## config.mk

```make
export PLATFORM = sky130hd
export DESIGN_NAME = serial_frame_tx
export DESIGN_NICKNAME = d
export VERILOG_FILES = /design/src/rtl/serial_frame_tx.sv
export SDC_FILE = /design/constraint.sdc
export NUM_CORES = 1
export LEC_CHECK = 0
export ABC_AREA = 1
export BUFFER_PORTS_ARGS = -buffer_cell sky130_fd_sc_hd__buf_2
export CORE_MARGIN = 2
export CORE_UTILIZATION = 40
export CTS_CLUSTER_SIZE = 16
export DETAILED_ROUTE_END_ITERATION = 8
export GPL_TIMING_DRIVEN = 0
export PLACE_DENSITY = 0.58
export SETUP_SLACK_MARGIN = 0.3
export SYNTH_ARGS = -nofsm -noshare
export SYNTH_HDL_FRONTEND = slang
export SYNTH_SLANG_ARGS = --single-unit
```

## constraint.sdc

```tcl
create_clock -name clk -period 2.4 [get_ports clk]
set_clock_uncertainty 0.1 [all_clocks]
set_input_delay 0.12 -clock clk [delete_from_list [all_inputs] [get_ports clk]]
set_output_delay 0.12 -clock clk [all_outputs]
set_load 0.02 [all_outputs]
```

## src/rtl/serial_frame_tx.sv

```systemverilog
// Serial frame transmitter: start pattern, CNT_W-bit length, then L payload bits, MSB first.
// Latency: first pattern bit on ser_out the cycle after start; one bit per cycle, no gaps.
// Backpressure: none on the line; a late payload byte sends zeros and sets sticky underrun.
module serial_frame_tx #(
    parameter int               PAT_W = 4,
    parameter logic [PAT_W-1:0] PAT   = 4'b1101,
    parameter int               CNT_W = 8
) (
    input  logic             clk,
    input  logic             rst,
    input  logic             start,
    input  logic [CNT_W-1:0] length,
    input  logic [7:0]       data_in,
    input  logic             data_valid,
    output logic             data_ready,
    output logic             ser_out,
    output logic             ser_active,
    output logic             busy,
    output logic             done,
    output logic             underrun
);

    localparam int HDR_W = PAT_W + CNT_W;
    localparam int HC_W  = $clog2(HDR_W);

    typedef enum logic [2:0] {ST_IDLE, ST_PAT, ST_LEN, ST_DATA, ST_DONE} state_t;

    state_t           state;
    logic [HDR_W-1:0] hdrSr;
    logic [HC_W-1:0]  hdrCnt;
    logic [CNT_W-1:0] lenReg;
    logic [CNT_W-1:0] payCnt;
    logic [7:0]       holdReg;
    logic             holdFull;
    logic [7:0]       dataSr;
    logic [2:0]       bitPos;
    logic [CNT_W:0]   fetched;
    logic [CNT_W:0]   bytesNeeded;
    logic [7:0]       nextByte;
    logic             take;

    assign bytesNeeded = ({1'b0, lenReg} + (CNT_W+1)'(7)) >> 3;
    assign data_ready  = busy & ~holdFull & (fetched < bytesNeeded);
    assign take        = data_valid & data_ready;
    // An empty holding register at a byte boundary substitutes zeros.
    assign nextByte    = holdFull ? holdReg : 8'h00;

    always_ff @(posedge clk or negedge rst) begin
        if (!rst) begin
            state      <= ST_IDLE;
            hdrSr      <= '0;
            hdrCnt     <= '0;
            lenReg     <= '0;
            payCnt     <= '0;
            holdReg    <= '0;
            holdFull   <= 1'b0;
            dataSr     <= '0;
            bitPos     <= '0;
            fetched    <= '0;
            ser_out    <= 1'b0;
            ser_active <= 1'b0;
            busy       <= 1'b0;
            done       <= 1'b0;
            underrun   <= 1'b0;
        end else begin
            if (take) begin
                holdReg  <= data_in;
                holdFull <= 1'b1;
                fetched  <= fetched + 1'b1;
            end
            case (state)
                ST_IDLE: begin
                    ser_out <= 1'b0;
                    done    <= 1'b0;
                    if (start) begin
                        state    <= ST_PAT;
                        lenReg   <= length;
                        underrun <= 1'b0;
                        busy     <= 1'b1;
                        fetched  <= '0;
                        holdFull <= 1'b0;
                        ser_out  <= PAT[PAT_W-1];
                        hdrSr    <= {PAT[PAT_W-2:0], length, 1'b0};
                        hdrCnt   <= HC_W'(HDR_W - 1);
                    end
                end
                ST_PAT, ST_LEN: begin
                    if (hdrCnt != '0) begin
                        ser_out <= hdrSr[HDR_W-1];
                        hdrSr   <= hdrSr << 1;
                        hdrCnt  <= hdrCnt - 1'b1;
                        if (hdrCnt == HC_W'(CNT_W)) state <= ST_LEN;
                    end else if (lenReg == '0) begin
                        state   <= ST_DONE;
                        busy    <= 1'b0;
                        done    <= 1'b1;
                        ser_out <= 1'b0;
                    end else begin
                        state      <= ST_DATA;
                        payCnt     <= lenReg - 1'b1;
                        bitPos     <= 3'd0;
                        ser_active <= 1'b1;
                        ser_out    <= nextByte[7];
                        dataSr     <= {nextByte[6:0], 1'b0};
                        if (holdFull) holdFull <= 1'b0;
                        else          underrun <= 1'b1;
                    end
                end
                ST_DATA: begin
                    if (payCnt == '0) begin
                        state      <= ST_DONE;
                        busy       <= 1'b0;
                        done       <= 1'b1;
                        ser_active <= 1'b0;
                        ser_out    <= 1'b0;
                    end else begin
                        payCnt <= payCnt - 1'b1;
                        bitPos <= bitPos + 3'd1;
                        if (bitPos == 3'd7) begin
                            ser_out <= nextByte[7];
                            dataSr  <= {nextByte[6:0], 1'b0};
                            if (holdFull) holdFull <= 1'b0;
                            else          underrun <= 1'b1;
                        end else begin
                            ser_out <= dataSr[7];
                            dataSr  <= dataSr << 1;
                        end
                    end
                end
                ST_DONE: begin
                    done    <= 1'b0;
                    ser_out <= 1'b0;
                    state   <= ST_IDLE;
                end
                default: state <= ST_IDLE;
            endcase
        end
    end

endmodule

```

==> impl_metrics.ini <==
[pwr]
power_leakage_uw = 0.002338
comb_power_share_pct = 54.6
p_int_uw = 3579
seq_power_share_pct = 29.7
power_share_of_the_clock_group_pct = 15.7
ir_worst_vdd_mv = 0.5100
switching_share_pct = 44.77
power.density_nw_per_um2 = 1397
netSwitchingPower_uw = 2901

[global_route]
grt_use_total_pct = 18.43
grt_first_pass_wirelength_mm = 14.40
globalRouteOverflowTotal = 0
gr-usage-met2_pct = 29.52
largest_net_degree_at_the_start_of_global_routing = 68
antenna_found_initial = 0
global_route.usage.met3_pct = 3.443
grt_use_met1_pct = 24.73
grt_pass1_vias = 3110
global_route.peak_usage_layer = met2

[run]
max-cap-violations = 0

[setup_path]
timing.rr.start = lenReg[1]$_DFFE_PN0P_
setup.reg_to_reg.worst_slack_ns = -0.03
critical_path_arrival_ns = 2.23
crit_type = reg2out
cp_data_required_time_ns = 2.18
critical_path_peak_fanout = 4
number_of_cells_traversed_by_the_worst_register_to_register_path = 16
timing.critical_path.to_type = output pin
ff_to_ff_end = fetched[3]$_DFF_PN0_
worstSetupStartpointType = register

[cells_and_area]
non_filler_cells_in_the_finished_layout = 653
fillers = 853
area_growth_syn_to_layout_pct = 27.84
design.final.nets = 570
drive_gt1_share_pct = 24.22
antenna_cells = 0
post-route-util_pct = 52.91

[synthesis]
yosys_top_cell_area_share_pct = 46.22
synthesis.area_per_instance_um2 = 7.718
syn_nets = 500
cell_with_the_most_instances_after_synthesis = sky130_fd_sc_hd__nand2_1
synthDominantAreaCellType = sky130_fd_sc_hd__dfrtp_1
synthDistinctLibCells = 34
number_of_enable_flip_flop_cells_after_synthesis = 0
post_synth_main_area_contributors = sky130_fd_sc_hd__dfrtp_1 (46%), sky130_fd_sc_hd__nand2_1 (14%), sky130_fd_sc_hd__inv_1 (7.6%), sky130_fd_sc_hd__o21ai_0 (5.4%), sky130_fd_sc_hd__nor2_1 (3.7%)
postSynth.topFlopCell = sky130_fd_sc_hd__dfrtp_1
syn_inst = 470
asyncSetResetFlopFracSynth_pct = 100.0
yosysWarnings = 0
synth-seq-area-share_pct = 46.22
synth_seq_cells = 67
combined_area_of_all_synthesized_cells_um2 = 3627
synth.top_cells.by_count = sky130_fd_sc_hd__nand2_1 (134), sky130_fd_sc_hd__inv_1 (73), sky130_fd_sc_hd__dfrtp_1 (67)

[die]
die_w_um = 99.23
die_area_um2 = 9846
core-area_um2 = 8763
die_y_um = 99.23
rows = 34
io-pin-count = 26
initial_utilization_pct = 41.39

[routing]
ant_nets = 0
viasPerCell = 4.881
dr.pass1.iters = 4
detail_route.drc_violations = 0
wl_per_cell_um = 13.31
detailroute.via_count = 3187
drt_iter0_drc = 156
routed_wl_mm = 8.690

[hold_path]
timing.hold.worst_path_depth = 3
hold_start = data_valid
worst_hold_path.endpoint = fetched[2]$_DFF_PN0_
timing.hold.worst.class = in2reg

[placement]
port-buffer-count = 25
detailed_place_hpwl_mm = 5.881
finalWeightedCongestion = 0.8857
place_worst_setup_slack_ns = -0.2160
place_inst = 603

[status]
violations = negative setup slack
status = complete, but fails checks

[clocking]
cts.root.buffer_cell = sky130_fd_sc_hd__clkbuf_8
clock_path_buffers = 2
cts_tree = done
cts_inserted_buffers = 9
numClockSinks = 67
worstSkewPairLatency_ns = 0.35
worst_setup_hold_path_clk_slew_ns = 0.08
cts-htree-levels = 3

[timing]
timing.fmax_mhz = 408.3
worstMarginPinSlew_ns = 0.8491
grt_setup_unrepaired = true
report.final.hold_viol_count = 0
slew_headroom_pct = 43.39
totalNegativeSetupSlack_ns = -0.1556
maxSlewViolCount = 0
timing.final.ws_setup_ns = -0.04893
holdWs_ns = 0.05080
layout_worst_path_cycle_share_pct = 102.0
setup_viol_count_final = 9
final_period_minus_worst_setup_slack_ns = 2.449
==> worst max path at each step <==
stage | start | endpoint | slack, ns | cells after the start
after floorplan | lenReg[2]$_DFFE_PN0P_ | fetched[1]$_DFF_PN0_ | 0.15 | 17
after global placement | lenReg[2]$_DFFE_PN0P_ | holdReg[6]$_DFFE_PN0N_ | -0.15 | 16
after detailed placement | lenReg[1]$_DFFE_PN0P_ | holdReg[0]$_DFFE_PN0N_ | -0.22 | 17
after CTS | lenReg[2]$_DFFE_PN0P_ | data_ready | -0.04 | 15
after global routing | lenReg[1]$_DFFE_PN0P_ | fetched[3]$_DFF_PN0_ | -0.21 | 16
final | lenReg[1]$_DFFE_PN0P_ | data_ready | -0.05 | 13
==> power groups by stage <==
| stage | clock network (uW) | registers [uW] | logic [uW] |
|---|---|---|---|
| floorplan | 0 | 1900 | 2280 |
| global placement | 0 | 1910 | 2950 |
| detailed placement | 0 | 1920 | 3020 |
| CTS | 1040 | 1900 | 3270 |
| global route | 1080 | 1980 | 4020 |
| finish | 1020 | 1920 | 3540 |
==> state kept, by name (all words and copies together), names as in the netlist, 3 cells and up <==
name / count
state: 3
hdrSr: 11
holdReg: 8
lenReg: 8
fetched: 9
payCnt: 8
bitPos: 3
dataSr: 7
hdrCnt: 4
==> through the flow <==
stage,cell area (um2),total power (uW)
2_1_floorplan,3651,4185
3_3_place_gp,3911,4863
3_5_place_dp,3914,4943
4_1_cts,4436,6209
5_1_grt,4637,7080
6_report,4637,6480
==> cells in the final DEF, fill, tap and decap left out, drive strengths merged, types with 4 or more instances in the layout <==
master,count
a21oi,11
buf,49
clkbuf,14
dfrtp,67
dlygate4sd3,18
ha,10
inv,76
nand2,141
nand3,25
nand4,8
nor2,45
o211ai,9
o21ai,51
xor2,4
==> per-layer routing <==
| metal | share of wire, % | vias up |
|---|---|---|
| li1 | - | 1625 |
| met1 | 48 | 1487 |
| met2 | 47 | 54 |
| met3 | 3.0 | 21 |
| met4 | 2.0 | 0 |
| met5 | 0 | - |
==> repair_timing <==
item	4_1_cts	5_1_grt
hold buffers	18	0
resized for setup	14	44
setup buffers	10	4
pin swaps	5	14
hold endpoints to repair	92	0
setup endpoints to repair	17	18
gates cloned	0	2
==> cells by family (layout without fill, tap and decap cells) <==
family | after synthesis | count (layout) | share of synthesized area (%)
compound gates | 77 | 77 | 12.28
xor+xnor | 5 | 5 | 1.207
fa+ha+maj | 10 | 10 | 3.449
buf+inv | 88 | 162 | 10.38
flops | 67 | 67 | 46.22
simple gates | 223 | 224 | 26.46
==> final cells by class <==
cell class                 count  area [um2]  area share, %
timing repair buffer          58       451.7          9.741
tap                          108       135.1          2.914
multi-input combinational    316        1768          38.13
clock buffer                  11       131.4          2.833
sequential                    67        1677          36.16
buffer                        12       108.9          2.348
inverter                      76       287.8          6.206
clock inverter                 5       77.57          1.673
==> critical path, stage by stage, from the launching register on <==
cell and delay (ns):
sky130_fd_sc_hd__dfrtp_1 0.40, sky130_fd_sc_hd__nor2_2 0.14, sky130_fd_sc_hd__nand2_2 0.09, sky130_fd_sc_hd__nand3_4 0.10, sky130_fd_sc_hd__nor2_4 0.05, sky130_fd_sc_hd__nand2_2 0.08, sky130_fd_sc_hd__nand2_2 0.05, sky130_fd_sc_hd__nand2_2 0.08
sky130_fd_sc_hd__ha_4 0.21, sky130_fd_sc_hd__a21oi_2 0.13, sky130_fd_sc_hd__nand2_2 0.08, sky130_fd_sc_hd__a21oi_4 0.18, sky130_fd_sc_hd__and2_4 0.16, sky130_fd_sc_hd__buf_6 0.10
Power figures use the tool's default switching activity.
